**config.mk**
```make
export PLATFORM = sky130hd
export DESIGN_NAME = fb_arbiter_flat
export DESIGN_NICKNAME = d
export VERILOG_FILES = /design/src/rtl/fb_arbiter_if.sv /design/src/rtl/fb_arbiter.sv /design/src/flat_wrapper.sv
export SDC_FILE = /design/constraint.sdc
export NUM_CORES = 1
export LEC_CHECK = 0
export BUFFER_PORTS_ARGS = -buffer_cell sky130_fd_sc_hd__buf_4
export CAP_MARGIN = 40
export CORE_UTILIZATION = 52
export DETAILED_ROUTE_END_ITERATION = 8
export GPL_TIMING_DRIVEN = 1
export PLACE_DENSITY = 0.76
export SLEW_MARGIN = 15
export SYNTH_ARGS = -nofsm -noshare
export SYNTH_HDL_FRONTEND = slang
export SYNTH_SLANG_ARGS = --single-unit
```
**constraint.sdc**
```tcl
create_clock -name pclk -period 3.2 [get_ports pclk]
set_input_delay 0.96 -clock pclk [delete_from_list [all_inputs] [get_ports pclk]]
set_output_delay 0.96 -clock pclk [all_outputs]
set_load 0.02 [all_outputs]
```
**src/rtl/fb_arbiter_if.sv**
```systemverilog
// fb_arbiter_if: camera-write, display-read and memory-port signal bundle for fb_arbiter
interface fb_arbiter_if #(
    parameter int AW = 15,
    parameter int DW = 8
);
    logic          wr_req;
    logic [AW-1:0] wr_addr;
    logic [DW-1:0] wr_data;
    logic          rd_req;
    logic [AW-1:0] rd_addr;
    logic          rd_ack;
    logic [DW-1:0] rd_data;
    logic          rd_valid;
    logic          mem_en;
    logic          mem_we;
    logic [AW-1:0] mem_addr;
    logic [DW-1:0] mem_din;
    logic [DW-1:0] mem_dout;
    logic          wr_ovf;
    logic          ovf_clr;

    modport master (
        output wr_req, wr_addr, wr_data, rd_req, rd_addr, mem_dout, ovf_clr,
        input  rd_ack, rd_data, rd_valid, mem_en, mem_we, mem_addr, mem_din, wr_ovf
    );

    modport slave (
        input  wr_req, wr_addr, wr_data, rd_req, rd_addr, mem_dout, ovf_clr,
        output rd_ack, rd_data, rd_valid, mem_en, mem_we, mem_addr, mem_din, wr_ovf
    );
endinterface

```
**src/rtl/fb_arbiter.sv**
```systemverilog
// fb_arbiter: camera-write FIFO and display-read arbiter for a single-port frame buffer
// Optional macro FB_ARBITER_STATS_EN adds the rd_stall_cnt read-stall counter output.
module fb_arbiter #(
    parameter int AW         = 15,
    parameter int DW         = 8,
    parameter int WBUF_DEPTH = 4,
    parameter int URGENT     = 3
) (
    input  logic        pclk,
    input  logic        rst,
    fb_arbiter_if.slave bus
`ifdef FB_ARBITER_STATS_EN
    ,
    output logic [15:0] rd_stall_cnt
`endif
);
    localparam int PW = $clog2(WBUF_DEPTH);
    localparam int CW = PW + 1;

    typedef enum logic [1:0] {IDLE, WRITE, READ} state_t;

    state_t           state_q, state_d;
    logic [AW+DW-1:0] buf_q [WBUF_DEPTH];
    logic [AW+DW-1:0] buf_d [WBUF_DEPTH];
    logic [PW-1:0]    wptr_q, wptr_d, rptr_q, rptr_d;
    logic [CW-1:0]    cnt_q, cnt_d;
    logic [AW-1:0]    addr_q, addr_d;
    logic [DW-1:0]    din_q, din_d, rdata_q, rdata_d;
    logic             rdp_q, rdp_d, rvalid_q, rvalid_d, ovf_q, ovf_d;
    logic [31:0]      occ;
    logic [AW+DW-1:0] head;
    logic             pop, push, full, drop;

    assign occ  = 32'(cnt_q);
    assign head = buf_q[rptr_q];

    // decision register: which access (if any) the memory port carries this cycle
    always_ff @(posedge pclk or negedge rst) begin
        if (!rst) state_q <= IDLE;
        else      state_q <= state_d;
    end

    // strict priority: urgent write, read (never right after its own ack), pending write, idle
    always_comb begin
        state_d = occ >= 32'(URGENT)              ? WRITE :
                  (bus.rd_req && state_q != READ) ? READ  :
                  occ != 0                        ? WRITE : IDLE;
    end

    // memory-port and reader outputs decoded from the registered decision
    always_comb begin
        bus.mem_en   = state_q != IDLE;
        bus.mem_we   = state_q == WRITE;
        bus.rd_ack   = state_q == READ;
        bus.mem_addr = addr_q;
        bus.mem_din  = din_q;
        bus.rd_data  = rdata_q;
        bus.rd_valid = rvalid_q;
        bus.wr_ovf   = ovf_q;
    end

    // FIFO bookkeeping, access address/data capture and read-return pipeline
    always_comb begin
        pop   = state_d == WRITE;
        full  = occ == 32'(WBUF_DEPTH);
        push  = bus.wr_req && (!full || pop);
        drop  = bus.wr_req && full && !pop;
        buf_d = buf_q;
        if (push) buf_d[wptr_q] = {bus.wr_addr, bus.wr_data};
        wptr_d   = wptr_q + PW'(push);
        rptr_d   = rptr_q + PW'(pop);
        cnt_d    = cnt_q + CW'(push) - CW'(pop);
        addr_d   = state_d == WRITE ? head[DW +: AW] :
                   state_d == READ  ? bus.rd_addr    : addr_q;
        din_d    = state_d == WRITE ? head[DW-1:0] : din_q;
        rdp_d    = state_q == READ;
        rvalid_d = rdp_q;
        rdata_d  = rdp_q ? bus.mem_dout : rdata_q;
        ovf_d    = drop ? 1'b1 : bus.ovf_clr ? 1'b0 : ovf_q;
    end

    // datapath registers; reset drops buffered pixels and any read in flight
    always_ff @(posedge pclk or negedge rst) begin
        if (!rst) begin
            buf_q    <= '{default: '0};
            wptr_q   <= '0;
            rptr_q   <= '0;
            cnt_q    <= '0;
            addr_q   <= '0;
            din_q    <= '0;
            rdp_q    <= 1'b0;
            rvalid_q <= 1'b0;
            rdata_q  <= '0;
            ovf_q    <= 1'b0;
        end else begin
            buf_q    <= buf_d;
            wptr_q   <= wptr_d;
            rptr_q   <= rptr_d;
            cnt_q    <= cnt_d;
            addr_q   <= addr_d;
            din_q    <= din_d;
            rdp_q    <= rdp_d;
            rvalid_q <= rvalid_d;
            rdata_q  <= rdata_d;
            ovf_q    <= ovf_d;
        end
    end

`ifdef FB_ARBITER_STATS_EN
    logic [15:0] stall_q, stall_d;

    // saturating count of cycles the reader waits without an ack, cleared with the overflow flag
    always_comb begin
        stall_d = bus.ovf_clr ? 16'd0 :
                  (bus.rd_req && state_q != READ && stall_q != 16'hFFFF) ? stall_q + 16'd1 : stall_q;
    end

    // stall counter register
    always_ff @(posedge pclk or negedge rst) begin
        if (!rst) stall_q <= '0;
        else      stall_q <= stall_d;
    end

    assign rd_stall_cnt = stall_q;
`endif
endmodule

```
**src/flat_wrapper.sv**
```systemverilog
// flat-port wrapper written by rule: the top's interface ports become plain ports
module fb_arbiter_flat 
#(
    parameter int AW         = 15,
    parameter int DW         = 8,
    parameter int WBUF_DEPTH = 4,
    parameter int URGENT     = 3
)
  (pclk, rst, bus_wr_req, bus_wr_addr, bus_wr_data, bus_rd_req, bus_rd_addr, bus_mem_dout, bus_ovf_clr, bus_rd_ack, bus_rd_data, bus_rd_valid, bus_mem_en, bus_mem_we, bus_mem_addr, bus_mem_din, bus_wr_ovf);
  fb_arbiter_if #(.AW(AW), .DW(DW)) bus_i ();
  input  logic pclk;
  input  logic rst;
  input wire logic [$bits(bus_i.wr_req)-1:0] bus_wr_req;
  input wire logic [$bits(bus_i.wr_addr)-1:0] bus_wr_addr;
  input wire logic [$bits(bus_i.wr_data)-1:0] bus_wr_data;
  input wire logic [$bits(bus_i.rd_req)-1:0] bus_rd_req;
  input wire logic [$bits(bus_i.rd_addr)-1:0] bus_rd_addr;
  input wire logic [$bits(bus_i.mem_dout)-1:0] bus_mem_dout;
  input wire logic [$bits(bus_i.ovf_clr)-1:0] bus_ovf_clr;
  output wire logic [$bits(bus_i.rd_ack)-1:0] bus_rd_ack;
  output wire logic [$bits(bus_i.rd_data)-1:0] bus_rd_data;
  output wire logic [$bits(bus_i.rd_valid)-1:0] bus_rd_valid;
  output wire logic [$bits(bus_i.mem_en)-1:0] bus_mem_en;
  output wire logic [$bits(bus_i.mem_we)-1:0] bus_mem_we;
  output wire logic [$bits(bus_i.mem_addr)-1:0] bus_mem_addr;
  output wire logic [$bits(bus_i.mem_din)-1:0] bus_mem_din;
  output wire logic [$bits(bus_i.wr_ovf)-1:0] bus_wr_ovf;
  assign bus_i.wr_req = bus_wr_req;
  assign bus_i.wr_addr = bus_wr_addr;
  assign bus_i.wr_data = bus_wr_data;
  assign bus_i.rd_req = bus_rd_req;
  assign bus_i.rd_addr = bus_rd_addr;
  assign bus_i.mem_dout = bus_mem_dout;
  assign bus_i.ovf_clr = bus_ovf_clr;
  assign bus_rd_ack = bus_i.rd_ack;
  assign bus_rd_data = bus_i.rd_data;
  assign bus_rd_valid = bus_i.rd_valid;
  assign bus_mem_en = bus_i.mem_en;
  assign bus_mem_we = bus_i.mem_we;
  assign bus_mem_addr = bus_i.mem_addr;
  assign bus_mem_din = bus_i.mem_din;
  assign bus_wr_ovf = bus_i.wr_ovf;
  fb_arbiter #(.AW(AW), .DW(DW), .WBUF_DEPTH(WBUF_DEPTH), .URGENT(URGENT)) u_core (.pclk(pclk), .rst(rst), .bus(bus_i));
endmodule
```
==> results.md, run 1 <==
* I/O pins at between 80 and 90
* FF-to-FF Start: u_core.cnt_q[1]
* R2R depth at 10
* GPL Wtd Cong at about 0.73
* Avg Vias per Cell at 5.61
* Max Fclk at about 0.35 GHz
* Input/output buffers at 86
* Total grt overflow at 0
* First-pass GRT wire length at between 20000 and 25000 microns
* Die Footprint at ~12000 sq um
* HP Start: u_core.buf_q[10]
* Period minus WS final at approximately 2.8 ns
* CTS Root Cell: clkbuf_16
* Via count at roughly 3.4k
* Fill count at about 800
* Fin crit share at approximately 89%
* Clock transition at path regs at 0.05 ns
* Critical Path Sink Type: flip-flop
* Pin count of the biggest net entering global routing at 83
* HP Class: flip-flop to flip-flop
* Finished Layout Cells at ~610
* Clk buf depth at 2
* Initial DRC count at between 100 and 150
* Peak supply drop at 0.625 mV
* Setup TNS at 0 ns
* H-tree level count at 4
* CTS tree: done
* Placed cell count at 577
* WL final at about 12000 microns
* Utilization after layout at around two thirds
* CP max FO at 4
* Layout cell share with drive strength beyond 1 at between 50 and 60%
* Number of synthesized register bits at between 100 and 150
* Max cap viols at 0
* Die Y at about 110 microns
* Post-synthesis sequential area ratio at approximately 55%
* Syn Std Cell Area at a little over 6000 sq um
* Net Count, Synth at about 410
* Hold_ws at roughly 0.50 ns
* Resized Gates After CTS at 0
* Final Setup Violations at 0
* Hold buffer count at CTS at 0
* Syn Area/Cell at approximately 17 sq um
* Residual DRC at 0
* NumNets Final at just over 500
* Hold depth at 1
* Distinct cells, synth at 30
* PwrDens at ~1200 nW/um^2
* Final hold viol count at 0
* Reg2reg end: u_core.cnt_q[2]
* Area Growth Syn to Fin at 23.8%
* Core area at 11500 sq um
* R2R Setup Slk at ~0.36 ns
* # diodes at 0
* Cells after Synth at about 360
* Router iterations before antenna repair at 4
* Yosys Warn Count at 0
* Crit path kind: flip-flop to flip-flop
* Slew of the pin with the lowest slew margin at roughly 0.75 ns
* Worst Skew at about 0.0062 ns
* Setup Fix Bufs, Post-CTS at 0
* Initial antenna violation count at 0
* RSZ-0062 raised after global routing: false
* Cts bufs inserted at 17
* Worst-Skew Late Latency at between 0.4 and 0.5 ns
* Required @ worst endpoint at ~3.5 ns
* WL/cell at about 20 microns
* CTS Sinks at ~140
* Max-slew headroom at 50.1%
* Hold Path Sink: u_core.buf_q[10]
* Pleak at between 3 and 4 nW
* Vias in the first global route at around 3.8k
* Status: completed
* Dpl hpwl at 7840 microns
* Row cnt at 39
* Initial core utilization at between 50% and 60%
* Fin. max-slew vios at 0
* Arr. time, crit path at between 3 and 4 ns
* Critical path startpoint category: flip-flop
* DIE WIDTH at 111 microns
* ANT nets after route at 0
* Overall Global Routing Usage at between 20% and 30%
==> cell families after synthesis <==
group	Yosys count	share of synthesized area (%)
DFF	135	55.0
buffers and inverters	32	4.09
AOI/OAI and AO/OA	18	2.75
xor gates and xnor gates	3	0.428
adders and majority gates	7	1.55
and+or+nand+nor	29	4.28
muxes	131	31.9
==> placed cells by master, fill, tap and decap left out <==
| cell type | netlist | final |
|---|---|---|
| o22ai_1 | 1 | 1 |
| or2_2 | 1 | 1 |
| mux2_2 | 47 | 47 |
| nand2_1 | 1 | 1 |
| clkinvlp_4 | 0 | 1 |
| nand4_1 | 1 | 1 |
| dfrtp_1 | 135 | 134 |
| nand2b_1 | 1 | 1 |
| clkinv_4 | 0 | 1 |
| o21ai_0 | 1 | 1 |
| nor2b_1 | 2 | 2 |
| buf_12 | 6 | 6 |
| bufinv_16 | 0 | 5 |
| or4b_4 | 1 | 1 |
| buf_6 | 4 | 1 |
| clkinv_2 | 0 | 5 |
| mux2_1 | 1 | 1 |
| a21o_1 | 1 | 1 |
| nand3_4 | 1 | 1 |
| inv_6 | 0 | 1 |
| and2_1 | 1 | 1 |
| inv_1 | 9 | 9 |
| clkbuf_16 | 0 | 17 |
| ha_1 | 6 | 6 |
| a221o_1 | 15 | 15 |
| mux4_2 | 23 | 23 |
| fa_1 | 1 | 1 |
| dfrtp_2 | 0 | 1 |
| clkbuf_8 | 0 | 2 |
| nand4_4 | 1 | 1 |
| nor3b_1 | 15 | 15 |
| mux2_4 | 60 | 60 |
| buf_4 | 0 | 95 |
| nand3_1 | 1 | 1 |
| nand4b_4 | 2 | 2 |
| xor2_1 | 3 | 3 |
| nor2_1 | 1 | 1 |
==> routing by layer <==
| layer | up-vias | global-route usage (%) | routed length [microns] |
|---|---|---|---|
| met4 | 0 | 9.33 | 175 |
| li1 | 1519 | - | - |
| met1 | 1804 | 30.2 | 5520 |
| met3 | 16 | 6.40 | 494 |
| met5 | - | 0 | 0 |
| met2 | 79 | 33.8 | 5970 |
==> critical path: stages (launching register included) <==
cell and delay [ns]:
dfrtp_1 0.40, ha_1 0.20, o21ai_0 0.22, nand3_1 0.11, a21o_1 0.17, ha_1 0.20
or4b_4 0.49, and2_1 0.19, ha_1 0.21, fa_1 0.37, xor2_1 0.15
==> where the power goes <==
group	internal, mW	leakage [nW]	switching (mW)
clock network	1.42	0.323	0.722
registers	2.60	1.61	0.637
logic	2.26	1.68	1.52
total	6.28	3.62	2.88
==> cells in the mapped netlist (all sizes together) <==
cell type,number,area [sq um]
nand3,2,22.5
nor3b,15,113
nand4,2,27.5
a21o,1,7.51
nor2b,2,12.5
buf,13,180
or2,1,6.26
o21ai,1,5.00
dfrtp,135,3380
mux2,108,1440
nand2b,1,6.26
xor2,3,26.3
o22ai,1,6.26
nand4b,2,47.6
or4b,1,13.8
a221o,15,150
nand2,1,3.75
clkbuf,10,37.5
nor2,1,3.75
inv,9,33.8
mux4,23,518
fa,1,20.0
ha,6,75.1
and2,1,6.26
==> stage by stage <==
stage / cell area [sq um] / total power [mW] / setup slack, ns
finish: 7600 / 9.16 / 0.356
detailed placement: 6950 / 7.03 / 0.158
floorplan: 6140 / 5.97 / 0.0449
CTS: 7600 / 9.24 / 0.324
global placement: 6940 / 6.85 / 0.144
global route: 7600 / 9.66 / 0.186
==> how the worst max path moves through the flow <==
stage / from / endpoint / slack (ns) / depth (start not counted)
final: u_core.cnt_q[1] / u_core.cnt_q[2] / 0.36 / 10
after global routing: u_core.cnt_q[2] / u_core.cnt_q[2] / 0.19 / 11
after CTS: u_core.cnt_q[2] / u_core.cnt_q[2] / 0.32 / 11
after detailed placement: bus_rd_req / u_core.cnt_q[2] / 0.16 / 9
after global placement: bus_rd_req / u_core.bus.mem_addr[2] / 0.14 / 7
after floorplan: bus_rd_req / u_core.cnt_q[2] / 0.04 / 10
==> registers in the layout (all words and copies together), names as in the netlist <==
| signal | cells |
|---|---|
| u_core.buf_q | 92 |
| u_core.bus.mem_addr | 15 |
| u_core.bus.mem_din | 8 |
| u_core.bus.rd_data | 8 |
| u_core.bus.rd_valid | 1 |
| u_core.bus.wr_ovf | 1 |
| u_core.cnt_q | 3 |
| u_core.rdp_q | 1 |
| u_core.rptr_q | 2 |
| u_core.state_q | 2 |
| u_core.wptr_q | 2 |
==> layout make-up <==
| class | count | area, sq um | area share (%) |
|---|---|---|---|
| sequential | 135 | 3380 | 44.5 |
| clock buffer | 19 | 453 | 5.96 |
| tap | 143 | 179 | 2.35 |
| clock inverter | 13 | 200 | 2.63 |
| inverter | 9 | 33.8 | 0.444 |
| multi-input combinational | 188 | 2510 | 33.0 |
| timing repair buffer | 102 | 845 | 11.1 |
No activity file was read; power rests on OpenSTA's default activity.
==> inputs of run 2 (changes only) <==
Settings changed: CORE_UTILIZATION 52 to 54, CTS_BUF_LIST set to sky130_fd_sc_hd__clkbuf_4 sky130_fd_sc_hd__clkbuf_8, PLACE_DENSITY 0.76 to 0.79.
==> run 2 against run 1 <==
Non-clock buffer count stayed put. Final cell count shrank 0.66%. Setup slack worse by 0.046 ns. Routed wire length fell by 1.8%. Largest power group unchanged. Total power is 9.5% lower.
==> results.md, run 2 (synthesis results as in run 1) <==
* CTS Sinks at 135 (unchanged)
* Required @ worst endpoint at 3.51 ns (was 3.50 ns)
* Cts bufs inserted at 17 (unchanged)
* R2R Setup Slk at 0.31 ns (was 0.36 ns)
* Final hold viol count at 0 (unchanged)
* Residual DRC at 0 (unchanged)
* Slew of the pin with the lowest slew margin at 0.706 ns (was 0.749 ns)
* First-pass GRT wire length at 19600 microns (was 20500 microns)
* Area Growth Syn to Fin at 18.9% (was 23.8%)
* CP max FO at 11 (was 4)
* Total grt overflow at 0 (unchanged)
* Core area at 11000 sq um (was 11500 sq um)
* Critical Path Sink Type: flip-flop (unchanged)
* Row cnt at 38 (was 39)
* Clk buf depth at 2 (unchanged)
* Die Y at 109 microns (was 111 microns)
* Initial DRC count at 153 (was 125)
* Fin crit share at 90.3% (was 88.9%)
* Slowest stage delay, CP at 0.49 ns (about the same)
* NumNets Final at 511 (unchanged)
* Setup Fix Bufs, Post-CTS at 0 (unchanged)
* Via count at 3409 (was 3418)
* Critical path startpoint category: flip-flop (unchanged)
* RSZ-0062 raised after global routing: false (unchanged)
* Peak supply drop at 0.597 mV (was 0.625 mV)
* H-tree level count at 4 (unchanged)
* Arr. time, crit path at 3.20 ns (was 3.15 ns)
* Status: completed (unchanged)
* CTS tree: done (unchanged)
* Setup WS post-layout at 0.310 ns (was 0.356 ns)
* Max Fclk at 0.346 GHz (was 0.352 GHz)
* Commonest non-fill, non-tap cells in the layout: dfrtp_1 (134), buf_4 (96), mux2_4 (60), mux2_2 (47), mux4_2 (23) (was dfrtp_1 (134), buf_4 (95), mux2_4 (60), mux2_2 (47), mux4_2 (23))
* Commonest non-fill, non-tap cell in the layout: dfrtp_1 (unchanged)
* Setup TNS at 0 ns (unchanged)
* ANT nets after route at 0 (unchanged)
* Pleak at 3.49 nW (was 3.62 nW)
* Worst-Skew Late Latency at 0.43 ns (was 0.42 ns)
* Avg Vias per Cell at 5.63 (was 5.61)
* Dpl hpwl at 8090 microns (was 7840 microns)
* DIE WIDTH at 109 microns (was 111 microns)
* HP Class: flip-flop to flip-flop (unchanged)
* Slowest CP cell: or4b_4 (unchanged)
* Hold buffer count at CTS at 0 (unchanged)
* # diodes at 0 (unchanged)
* Post-Place Setup Slack at 0.172 ns (was 0.158 ns)
* WL final at 12000 microns (was 12200 microns)
* Initial core utilization at 55.9% (was 53.6%)
* Die Footprint at 11800 sq um (was 12300 sq um)
* Final Setup Violations at 0 (unchanged)
* Resized Gates After CTS at 0 (unchanged)
* Input/output buffers at 86 (unchanged)
* Clock transition at path regs at 0.07 ns (was 0.05 ns)
* Layout cell share with drive strength beyond 1 at 58.1% (was 58.2%)
* Largest Register: u_core.buf_q (unchanged)
* Max cap viols at 0 (unchanged)
* Vias in the first global route at 3702 (was 3752)
* WL/cell at 19.8 microns (was 20.0 microns)
* I/O pins at 87 (unchanged)
* Crit path top cell by count: ha_1 (unchanged)
* Max reg flops at 92 (unchanged)
* Max-slew headroom at 53.0% (was 50.1%)
* Period minus WS final at 2.89 ns (was 2.84 ns)
* Initial antenna violation count at 0 (unchanged)
* PwrDens at 1140 nW/um^2 (was 1210 nW/um^2)
* Crit path kind: flip-flop to flip-flop (unchanged)
* Fin. max-slew vios at 0 (unchanged)
* Router iterations before antenna repair at 4 (unchanged)
* CTS Root Cell: clkbuf_8 (was clkbuf_16)
* GPL Wtd Cong at 0.736 (was 0.727)
* Critical path cell sequence: ha_1 > o21ai_0 > nand3_1 > a21o_1 > ha_1 > or4b_4 > buf_4 > nand4b_4 > buf_12 > mux2_2 (was ha_1 > o21ai_0 > nand3_1 > a21o_1 > ha_1 > or4b_4 > and2_1 > ha_1 > fa_1 > xor2_1)
* Worst Skew at 0.00880 ns (was 0.00619 ns)
* Overall Global Routing Usage at 22.6% (was 22.3%)
* Pin count of the biggest net entering global routing at 79 (was 83)
## run 2: cell types whose count changed in the layout (fill, tap and decap cells not counted)
| cell | change |
|---|---|
| inv_6 | -1 |
| clkinvlp_4 | +1 |
| buf_12 | -1 |
| buf_4 | +1 |
| bufinv_16 | -4 |
| clkbuf_8 | +19 |
| clkbuf_4 | +1 |
| clkinv_4 | -1 |
| clkinv_2 | +1 |
| clkbuf_16 | -17 |
## run 2: worst max-delay path: cells and delay by family, from the launching register on
kind | cells | cell delay, ns
mux | 1 | 0.34
fa+ha+maj | 2 | 0.43
buf+inv | 2 | 0.38
compound gates | 2 | 0.41
simple gates | 3 | 0.80
flops | 1 | 0.42
## run 2: routing by layer
metal	vias up	track usage, %	routed length (microns)
li1	1513	-	-
met1	1815	29.7	5250
met2	68	37.3	6100
met3	13	5.20	470
met4	0	7.53	131
met5	-	0	0
## run 2: stage by stage
step / power, mW / hold WS [ns] / utilization, % / cell area (sq um) / instances
2_1_floorplan: 5.97 / 0.352 / - / 6140 / 355
3_3_place_gp: 6.80 / 0.483 / 63.1 / 6930 / 573
3_5_place_dp: 7.02 / 0.480 / 63.1 / 6930 / 574
4_1_cts: 8.36 / 0.509 / 66.5 / 7300 / 605
5_1_grt: 8.78 / 0.520 / 66.5 / 7300 / 605
6_report: 8.30 / 0.509 / 66.5 / 7300 / 605
## run 2: power breakdown
| part | switching (mW) | internal (mW) |
|---|---|---|
| combinational | 1.52 | 2.26 |
| sequential | 0.598 | 2.60 |
| clock | 0.623 | 0.692 |
## run 2: cell type report
class                           instances  area [sq um]
Fill cell                             750          3680
Sequential cell                       135          3380
Multi-Input combinational cell        188          2510
Timing Repair Buffer                  102           832
Clock buffer                           22           297
Tap cell                              140           175
Clock inverter                          9          75.1
Inverter                                9          33.8
## run 2: path summary, 6_finish.rpt
kind | cells past startpoint | startpoint | endpoint
max | 10 | u_core.cnt_q[1] | u_core.buf_q[68]
min | 1 | u_core.buf_q[9] | u_core.buf_q[9]
max reg2reg | 10 | u_core.cnt_q[1] | u_core.buf_q[68]
min reg2reg | 1 | u_core.buf_q[9] | u_core.buf_q[9]
max in group asynchronous | 2 | rst | u_core.buf_q[23]
min in group asynchronous | 1 | rst | u_core.buf_q[50]
==> inputs of run 3 (changes only) <==
Settings changed: MAX_ROUTING_LAYER set to met4, PLACE_DENSITY 0.79 to 0.78.
==> run 3 against run 2 <==
Via count fell by 0.67%. Setup slack worse by 0.054 ns. Global-route usage rose by 0.42 points. Sequential cell count unchanged. Die area did not move. Clock power rose by 9.9%. Count of clock-buffer cells in the layout did not move. Combinational power grew 2%. Core utilization rose by 0.49 points. Sequential power shrank 2%. Sequential share of layout area shrank 0.34 points. Clock skew rose by 0.0039 ns. Largest cell class unchanged.
==> results.md, run 3 (synthesis results as in run 1) <==
* Status: completed (unchanged)
* GPL Wtd Cong at 0.758 (was 0.736)
* Finished Layout Cells at 607 (was 605)
* Residual DRC at 0 (unchanged)
* Max-slew headroom at 51.8% (was 53.0%)
* Clk buf depth at 2 (unchanged)
* Crit path kind: flip-flop to flip-flop (unchanged)
* PwrDens at 1150 nW/um^2 (was 1140 nW/um^2)
* Router iterations before antenna repair at 4 (unchanged)
* WL final at 12000 microns (about the same)
* Commonest non-fill, non-tap cell in the layout: dfrtp_1 (unchanged)
* Worst Path Buf+Inv at 2 (unchanged)
* Critical path cell sequence: ha_1 > o21ai_0 > nand3_1 > a21o_1 > ha_1 > or4b_4 > buf_4 > nand4b_4 > buf_4 > mux2_4 (was ha_1 > o21ai_0 > nand3_1 > a21o_1 > ha_1 > or4b_4 > buf_4 > nand4b_4 > buf_12 > mux2_2)
* I/O pins at 87 (unchanged)
* Final hold viol count at 0 (unchanged)
* Row cnt at 38 (unchanged)
* Worst-Skew Late Latency at 0.44 ns (was 0.43 ns)
* Required @ worst endpoint at 3.52 ns (was 3.51 ns)
* Initial DRC count at 198 (was 153)
* Setup TNS at 0 ns (unchanged)
* CTS Root Cell: clkbuf_8 (unchanged)
* Slew of the pin with the lowest slew margin at 0.723 ns (was 0.706 ns)
* Slowest CP cell: or4b_4 (unchanged)
* Post-Place Setup Slack at 0.160 ns (was 0.172 ns)
* Vias in the first global route at 3628 (was 3702)
* Fin crit share at 92.0% (was 90.3%)
* Placed cell count at 575 (was 574)
* Fin. max-slew vios at 0 (unchanged)
* Worst Skew at 0.0127 ns (was 0.00880 ns)
* Post-DP Area at 6950 sq um (was 6930 sq um)
* Top delay family on crit path: simple AND/OR/NAND/NOR gates (unchanged)
* Overall Global Routing Usage at 23.0% (was 22.6%)
* Max Fclk at 0.340 GHz (was 0.346 GHz)
* Largest Register: u_core.buf_q (unchanged)
* Max reg flops at 92 (unchanged)
* Critical path startpoint category: flip-flop (unchanged)
* Pin count of the biggest net entering global routing at 79 (unchanged)
* RSZ-0062 raised after global routing: false (unchanged)
* NumNets Final at 512 (was 511)
* Core area at 11000 sq um (unchanged)
* ANT nets after route at 0 (unchanged)
* H-tree level count at 4 (unchanged)
* Via count at 3386 (was 3409)
* Clock transition at path regs at 0.07 ns (about the same)
* Total grt overflow at 0 (unchanged)
* Setup WS post-layout at 0.256 ns (was 0.310 ns)
* Peak supply drop at 0.688 mV (was 0.597 mV)
* Setup Fix Bufs, Post-CTS at 0 (unchanged)
* Hold buffer count at CTS at 0 (unchanged)
* Layout cell share with drive strength beyond 1 at 58.2% (was 58.1%)
* Avg Vias per Cell at 5.58 (was 5.63)
* CTS tree: done (unchanged)
* Input/output buffers at 86 (unchanged)
* First-pass GRT wire length at 19100 microns (was 19600 microns)
* FF-to-FF Start: u_core.cnt_q[1] (unchanged)
* Commonest non-fill, non-tap cells in the layout: dfrtp_1 (134), buf_4 (96), mux2_4 (60), mux2_2 (47), mux4_2 (23) (unchanged)
* Die Footprint at 11800 sq um (unchanged)
* Pleak at 3.51 nW (was 3.49 nW)
* Slowest stage delay, CP at 0.49 ns (about the same)
* CP Launch Point: u_core.cnt_q[1] (unchanged)
* Cts bufs inserted at 17 (unchanged)
* Area Growth Syn to Fin at 19.8% (was 18.9%)
* Critical Path Sink Type: flip-flop (unchanged)
* HP Start: u_core.buf_q[90] (was u_core.buf_q[9])
* Period minus WS final at 2.94 ns (was 2.89 ns)
* CTS Sinks at 135 (unchanged)
* Max cap viols at 0 (unchanged)
* CP max FO at 7 (was 11)
* Die Y at 109 microns (unchanged)
* Resized Gates After CTS at 0 (unchanged)
* Initial core utilization at 55.9% (unchanged)
* Arr. time, crit path at 3.26 ns (was 3.20 ns)
* # diodes at 0 (unchanged)
* Dpl hpwl at 7730 microns (was 8090 microns)
* WL/cell at 19.8 microns (about the same)
* HP Class: flip-flop to flip-flop (unchanged)
* Final Setup Violations at 0 (unchanged)
* DIE WIDTH at 109 microns (unchanged)
* Post-route cell area at 7360 sq um (was 7300 sq um)
* Initial antenna violation count at 0 (unchanged)
-- run 3: changes by cell type in the layout (fill, tap and decap cells not counted) --
cell | before | now
clkbuf_8 | 21 | 18
bufinv_16 | 1 | 3
clkbuf_4 | 1 | 4
buf_12 | 5 | 6
clkinvlp_4 | 2 | 1
-- run 3: per-layer routing --
layer,routed length [microns],up-vias,global-route usage (%)
li1,-,1519,-
met1,5420,1782,29.5
met3,477,11,5.74
met5,0,-,-
met2,6000,74,35.8
met4,130,0,8.49
-- run 3: worst paths after layout --
check | end | slack, ns | cells past startpoint
worst max-delay path | u_core.buf_q[58] | 0.26 | 10
worst min-delay path | u_core.buf_q[90] | 0.50 | 1
worst max register to register | u_core.buf_q[58] | 0.26 | 10
worst min register to register | u_core.buf_q[90] | 0.50 | 1
max in group asynchronous | u_core.rdp_q | 1.97 | 2
min in group asynchronous | u_core.buf_q[51] | 0.54 | 1
-- run 3: area by class of cell --
| class | instances | area, sq um |
|---|---|---|
| Fill cell | 783 | 3620 |
| Multi-Input combinational cell | 188 | 2510 |
| Sequential cell | 135 | 3380 |
| Clock buffer | 22 | 278 |
| Clock inverter | 10 | 128 |
| Timing Repair Buffer | 103 | 852 |
| Inverter | 9 | 33.8 |
| Tap cell | 140 | 175 |
-- run 3: stage by stage --
stage          hold slack, ns  util [%]  total power, mW
6_report                0.502      67.0             8.45
5_1_grt                 0.514      67.0             8.93
4_1_cts                 0.504      67.0             8.51
3_5_place_dp            0.487      63.3             7.04
3_3_place_gp            0.470      63.1             6.83
2_1_floorplan           0.352         -             5.97
-- run 3: report_power, final --
| part | internal [mW] | switching, mW | total (mW) |
|---|---|---|---|
| Clock | 0.817 | 0.622 | 1.44 |
| Sequential | 2.60 | 0.551 | 3.15 |
| Combinational | 2.27 | 1.60 | 3.86 |
| Total | 5.69 | 2.77 | 8.45 |
